File: config.mk
export PLATFORM = sky130hd
export DESIGN_NAME = tracker_sequencer
export DESIGN_NICKNAME = d
export VERILOG_FILES = /design/src/rtl/tracker_sequencer.sv
export SDC_FILE = /design/constraint.sdc
export NUM_CORES = 1
export LEC_CHECK = 0
export ABC_AREA = 1
export ABC_CLOCK_PERIOD_IN_PS = 5950
export BUFFER_PORTS_ARGS = -buffer_cell sky130_fd_sc_hd__buf_2
export CAP_MARGIN = 20
export CORE_MARGIN = 8
export CORE_UTILIZATION = 50
export CTS_BUF_LIST = sky130_fd_sc_hd__clkbuf_8
export CTS_CLUSTER_SIZE = 10
export DETAILED_ROUTE_END_ITERATION = 8
export PLACE_DENSITY = 0.66
export SYNTH_ARGS = -nofsm -noshare
export SYNTH_HDL_FRONTEND = slang
export SYNTH_SLANG_ARGS = --single-unit
File: constraint.sdc
create_clock -name clk -period 5.95 [get_ports clk]
set_input_delay 0.8925 -clock clk [delete_from_list [all_inputs] [get_ports clk]]
set_output_delay 0.8925 -clock clk [all_outputs]
set_load 0.05 [all_outputs]
File: src/rtl/tracker_sequencer.sv
// Two-axis solar tracker sequencer: samples four photoresistors through a shared ADC,
// then drives the vertical and horizontal motors one at a time until both axes balance.
module tracker_sequencer #(
  parameter int DEADBAND      = 5,
  parameter int MOVE_CYCLES   = 50000,
  parameter int SETTLE_CYCLES = 10000,
  parameter int ACK_TIMEOUT   = 255
) (
  input  logic        clk,
  input  logic        rst_n,
  input  logic        enable,
  output logic        adc_req,
  output logic [1:0]  adc_ch,
  input  logic        adc_ack,
  input  logic [15:0] adc_data,
  output logic [1:0]  s_out_theta,
  output logic [1:0]  s_out_phi,
  output logic        busy,
  output logic        locked,
  output logic        adc_err
);

  typedef enum logic [2:0] {IDLE, SAMPLE, EVAL, MOVE_T, MOVE_P, SETTLE} state_t;

  localparam logic [1:0] MOT_STOP = 2'b00;
  localparam logic [1:0] MOT_CW   = 2'b01;
  localparam logic [1:0] MOT_CCW  = 2'b11;

  // One shared counter serves ACK waiting, motor drive and settling.
  localparam int MAX_MS  = (MOVE_CYCLES > SETTLE_CYCLES) ? MOVE_CYCLES : SETTLE_CYCLES;
  localparam int CNT_MAX = (MAX_MS > ACK_TIMEOUT) ? MAX_MS : ACK_TIMEOUT;
  localparam int CNT_W   = $clog2(CNT_MAX + 1);
  localparam logic [CNT_W-1:0] MOVE_LAST   = CNT_W'(MOVE_CYCLES - 1);
  localparam logic [CNT_W-1:0] SETTLE_LAST = CNT_W'(SETTLE_CYCLES - 1);
  localparam logic [CNT_W-1:0] ACK_LAST    = CNT_W'(ACK_TIMEOUT - 1);

  state_t            state, state_n;
  logic              req_n;
  logic [1:0]        ch_n;
  logic [1:0]        theta_n, phi_n;
  logic              locked_n, err_n;
  logic [CNT_W-1:0]  cnt, cnt_n;
  logic [15:0]       samples   [4];
  logic [15:0]       samples_n [4];
  logic              enable_d;

  logic [16:0] diff_v, diff_h;
  logic        bal_v, bal_h;
  logic [1:0]  dir_v, dir_h;

  // Sample registers stay frozen through the motion phases, so evaluation results are live.
  assign diff_v = (samples[0] > samples[1]) ? ({1'b0, samples[0]} - {1'b0, samples[1]})
                                            : ({1'b0, samples[1]} - {1'b0, samples[0]});
  assign diff_h = (samples[2] > samples[3]) ? ({1'b0, samples[2]} - {1'b0, samples[3]})
                                            : ({1'b0, samples[3]} - {1'b0, samples[2]});
  assign bal_v  = (diff_v <= 17'(DEADBAND));
  assign bal_h  = (diff_h <= 17'(DEADBAND));
  assign dir_v  = (samples[0] > samples[1]) ? MOT_CW : MOT_CCW;
  assign dir_h  = (samples[2] > samples[3]) ? MOT_CW : MOT_CCW;

  assign busy = (state != IDLE);

  always_ff @(posedge clk or negedge rst_n) begin
    if (!rst_n) begin
      state       <= IDLE;
      adc_req     <= 1'b0;
      adc_ch      <= 2'd0;
      s_out_theta <= MOT_STOP;
      s_out_phi   <= MOT_STOP;
      locked      <= 1'b0;
      adc_err     <= 1'b0;
      cnt         <= '0;
      enable_d    <= 1'b0;
      for (int i = 0; i < 4; i++) samples[i] <= '0;
    end else begin
      state       <= state_n;
      adc_req     <= req_n;
      adc_ch      <= ch_n;
      s_out_theta <= theta_n;
      s_out_phi   <= phi_n;
      locked      <= locked_n;
      adc_err     <= err_n;
      cnt         <= cnt_n;
      enable_d    <= enable;
      for (int i = 0; i < 4; i++) samples[i] <= samples_n[i];
    end
  end

  // Motors default to stop every cycle, so an enable drop silences them on the next edge.
  always_comb begin
    state_n   = state;
    req_n     = adc_req;
    ch_n      = adc_ch;
    theta_n   = MOT_STOP;
    phi_n     = MOT_STOP;
    locked_n  = locked;
    err_n     = adc_err;
    cnt_n     = cnt;
    samples_n = samples;

    if (enable && !enable_d) err_n = 1'b0;

    case (state)
      IDLE: begin
        if (enable && !adc_err) begin
          state_n = SAMPLE;
          req_n   = 1'b1;
          ch_n    = 2'd0;
          cnt_n   = '0;
        end
      end

      SAMPLE: begin
        if (adc_req) begin
          // An outstanding request always finishes, even after enable drops.
          if (adc_ack) begin
            samples_n[adc_ch] = adc_data;
            req_n = 1'b0;
            ch_n  = adc_ch + 2'd1;
            cnt_n = '0;
            if (!enable)               state_n = IDLE;
            else if (adc_ch == 2'd3)   state_n = EVAL;
          end else if (cnt == ACK_LAST) begin
            req_n    = 1'b0;
            err_n    = 1'b1;
            locked_n = 1'b0;
            cnt_n    = '0;
            state_n  = IDLE;
          end else begin
            cnt_n = cnt + CNT_W'(1);
          end
        end else if (!enable) begin
          state_n = IDLE;
        end else begin
          req_n = 1'b1;
          cnt_n = '0;
        end
      end

      EVAL: begin
        if (!enable) begin
          state_n = IDLE;
        end else begin
          locked_n = bal_v && bal_h;
          cnt_n    = '0;
          if (bal_v && bal_h) begin
            state_n = SAMPLE;
            req_n   = 1'b1;
            ch_n    = 2'd0;
          end else if (!bal_v) begin
            state_n = MOVE_T;
            theta_n = dir_v;
          end else begin
            state_n = MOVE_P;
            phi_n   = dir_h;
          end
        end
      end

      MOVE_T: begin
        if (!enable) begin
          state_n = IDLE;
        end else if (cnt == MOVE_LAST) begin
          cnt_n = '0;
          if (!bal_h) begin
            state_n = MOVE_P;
            phi_n   = dir_h;
          end else begin
            state_n = SETTLE;
          end
        end else begin
          cnt_n   = cnt + CNT_W'(1);
          theta_n = dir_v;
        end
      end

      MOVE_P: begin
        if (!enable) begin
          state_n = IDLE;
        end else if (cnt == MOVE_LAST) begin
          cnt_n   = '0;
          state_n = SETTLE;
        end else begin
          cnt_n = cnt + CNT_W'(1);
          phi_n = dir_h;
        end
      end

      SETTLE: begin
        if (!enable) begin
          state_n = IDLE;
        end else if (cnt == SETTLE_LAST) begin
          cnt_n   = '0;
          state_n = SAMPLE;
          req_n   = 1'b1;
          ch_n    = 2'd0;
        end else begin
          cnt_n = cnt + CNT_W'(1);
        end
      end

      default: state_n = IDLE;
    endcase
  end

endmodule

==> impl_metrics.toml <==
[run_status]
outcome = "complete, no violations"

[synthesis]
synth_edf_count = 0
synthDistinctLibCells = 45
syn_avg_cell_area_sq_um = 6.10
ys.flop_type = "dfrtp_1"
ys_warn_count = 0
ys_ff_latch = 93
netlist_instances = 1494
synth.net_count = 1588
async_flop_share_pct = 100
ys_seq_area_share_pct = 25.5
synth_area_sq_um = 9110

[setup_path]
cpPeakStageDelay_ns = 0.51
worstPathCellList = "inv_1 > ha_1 > nand2_1 > nor2_2 > nand2_1 > nor2_1 > nand2_1 > nand2_1 > nand2_1 > nand2_1 > nand2_1 > nor2_1 > nand2_1 > nor2_1 > nand2_1 > nand2_2 > nand3_1 > nand2_1 > nand2_1"
critPathMaxFanout = 20
cp.required_ns = 6.22
cp.arrival_ns = 3.65
cp-start-kind = "flop"
crit_path_end_kind = "flop"
critPathTopFamily = "simple AND/OR/NAND/NOR gates"
critical_path_class = "flop to flop"
crit_top_cell = "nand2_1"
worst-r2r-setup-slack_ns = 2.58
rr_startpoint = "samples[8]$_DFFE_PN0P_"
reg2reg_to = "adc_ch[1]$_DFFE_PN0P_"
crit_slowest_cell = "nand2_1"
cp_num_buf_inv = 1
ff2ff_path_depth = 19

[clocking]
ctsHtreeMaxLevel = 3
cts_buffer_depth = 2
clk_pin_slew_worst_paths_ns = 0.10
clock-sinks = 93
cts_hold_buf = 0
clkLatencyLatePin_ns = 0.38
clockRootBuffer = "clkbuf_8"
cts_resized = 0
cts_tree = "built"
post_cts_buffers = 0
numCtsBuffers = 9

[global_route]
gr-total-overflow = 0
grt_pass1_vias = 8221
grt_max_degree = 63
grt.total_usage_pct = 22.4
antenna_found_initial = 0
grt_pass1_wl_microns = 41300

[route]
totalWireLength_microns = 24900
m1WireLength_microns = 12400
post-route-drc-count = 0
wl_met3_microns = 1530
vias = 9143
drt_iter0_markers = 877
routed-wl-met2_microns = 10600
antenna_left = 0
highest_layer = "met4"
vias_per_cell = 5.26
post_drt_wl_per_cell_microns = 14.3
drt_pass1_iterations = 5

[placement]
port_buffers = 29
gp_congestion = 0.982
place_area_sq_um = 9370
dp_hpwl_microns = 20100

[hold_path]
hp-class = "input port to async pin"

[timing]
fin_crit_sh_pct = 56.7
slew_headroom_pct = 33.2
setup_viol = 0
skew_ns = 0.0170
rsz0062_at_grt = "false"
setup_tns_ns = 0
clock.fmax_ghz = 0.296
period_needed_ns = 3.37
slew_viol_final = 0
worstMarginPinSlew_ns = 1.00
final_hold_viol_count = 0

[floorplan]
die_w_microns = 151
die_h_microns = 151
dieArea_sq_um = 22800
start_util_pct = 50.9
rows = 49
core_area_sq_um = 17900
io_pins = 30

[layout]
areaGrowthSynthToFinish_pct = 5.29
final_nets = 1597
diodes = 0
drive_gt1_share_pct = 5.37
design_area_sq_um = 9590
final_util_pct = 53.6

[job]
drv_cap = 0
==> routing by layer <==
layer  track usage (%)  vias to the layer above
met1              32.6                     4131
met3              3.59                       29
met4              5.10                        0
li1                  -                     4702
met2              34.2                      281
met5                 0                        -
==> logic make-up after synthesis <==
group | Yosys count | share of synthesized area [%]
compound gates | 198 | 11.7
xor+xnor | 20 | 1.92
fa+ha+maj | 74 | 10.5
buf+inv | 283 | 12.3
flops | 93 | 25.5
simple gates | 826 | 38.1
==> flip-flops by register name, indices dropped and copies added (netlist names) <==
signal / count
adc_ch: 2
adc_err: 1
adc_req: 1
cnt: 16
enable_d: 1
locked: 1
s_out_phi: 2
s_out_theta: 2
samples: 64
state: 3
==> cell usage after synthesis, types with 5 or more instances <==
cell / n / area, sq um
nand2_1: 537 / 2020
clkbuf_1: 14 / 52.6
o21ai_1: 7 / 35.0
nor2_2: 6 / 37.5
nand4_1: 26 / 163
buf_2: 6 / 30.0
dfrtp_1: 93 / 2330
o21ai_0: 108 / 541
a21oi_1: 57 / 285
nand3_1: 94 / 470
nor3_1: 14 / 70.1
ha_1: 70 / 876
nor4_1: 5 / 31.3
buf_4: 11 / 82.6
nand2_2: 10 / 62.6
nor2_1: 111 / 417
inv_1: 251 / 942
xor2_1: 18 / 158
nand3_2: 6 / 60.1
==> how the worst max path moves through the flow <==
stage | startpoint | endpoint | slack, ns | cells after the start
after floorplan | samples[8]$_DFFE_PN0P_ | adc_ch[0]$_DFFE_PN0P_ | 3.47 | 24
after global placement | samples[3]$_DFFE_PN0P_ | adc_ch[0]$_DFFE_PN0P_ | 2.67 | 19
after detailed placement | samples[8]$_DFFE_PN0P_ | adc_ch[0]$_DFFE_PN0P_ | 2.66 | 19
after CTS | samples[8]$_DFFE_PN0P_ | adc_ch[1]$_DFFE_PN0P_ | 2.64 | 21
after global routing | samples[8]$_DFFE_PN0P_ | adc_ch[0]$_DFFE_PN0P_ | 2.21 | 22
final | samples[8]$_DFFE_PN0P_ | adc_ch[1]$_DFFE_PN0P_ | 2.58 | 19
==> through the flow <==
stage / cells / hold WS, ns / setup slack (ns)
floorplan: 1494 / 0.455 / 3.47
finish: 1737 / 0.432 / 2.58
detailed placement: 1721 / 0.470 / 2.66
global placement: 1721 / 0.475 / 2.67
CTS: 1737 / 0.425 / 2.64
global route: 1737 / 0.440 / 2.21
==> placed cells by master (no fill, tap or decap), types with 26 or more instances in the layout <==
cell type	n
inv_1	251
nor2_1	111
buf_2	28
a21oi_1	57
o21ai_0	108
nand3_1	94
ha_1	70
nand4_1	26
nand2_1	537
dfrtp_1	93
==> final cells by class <==
class	instances	area (sq um)
Clock inverter	7	92.6
Inverter	251	942
Timing Repair Buffer	30	155
Multi-Input combinational cell	1118	5660
Fill cell	1897	8310
Sequential cell	93	2330
Tap cell	229	287
Clock buffer	9	124
Power is left out: the tool's default activity adds up to more than one toggle a clock period on the data nets, which glitch-free logic cannot reach.
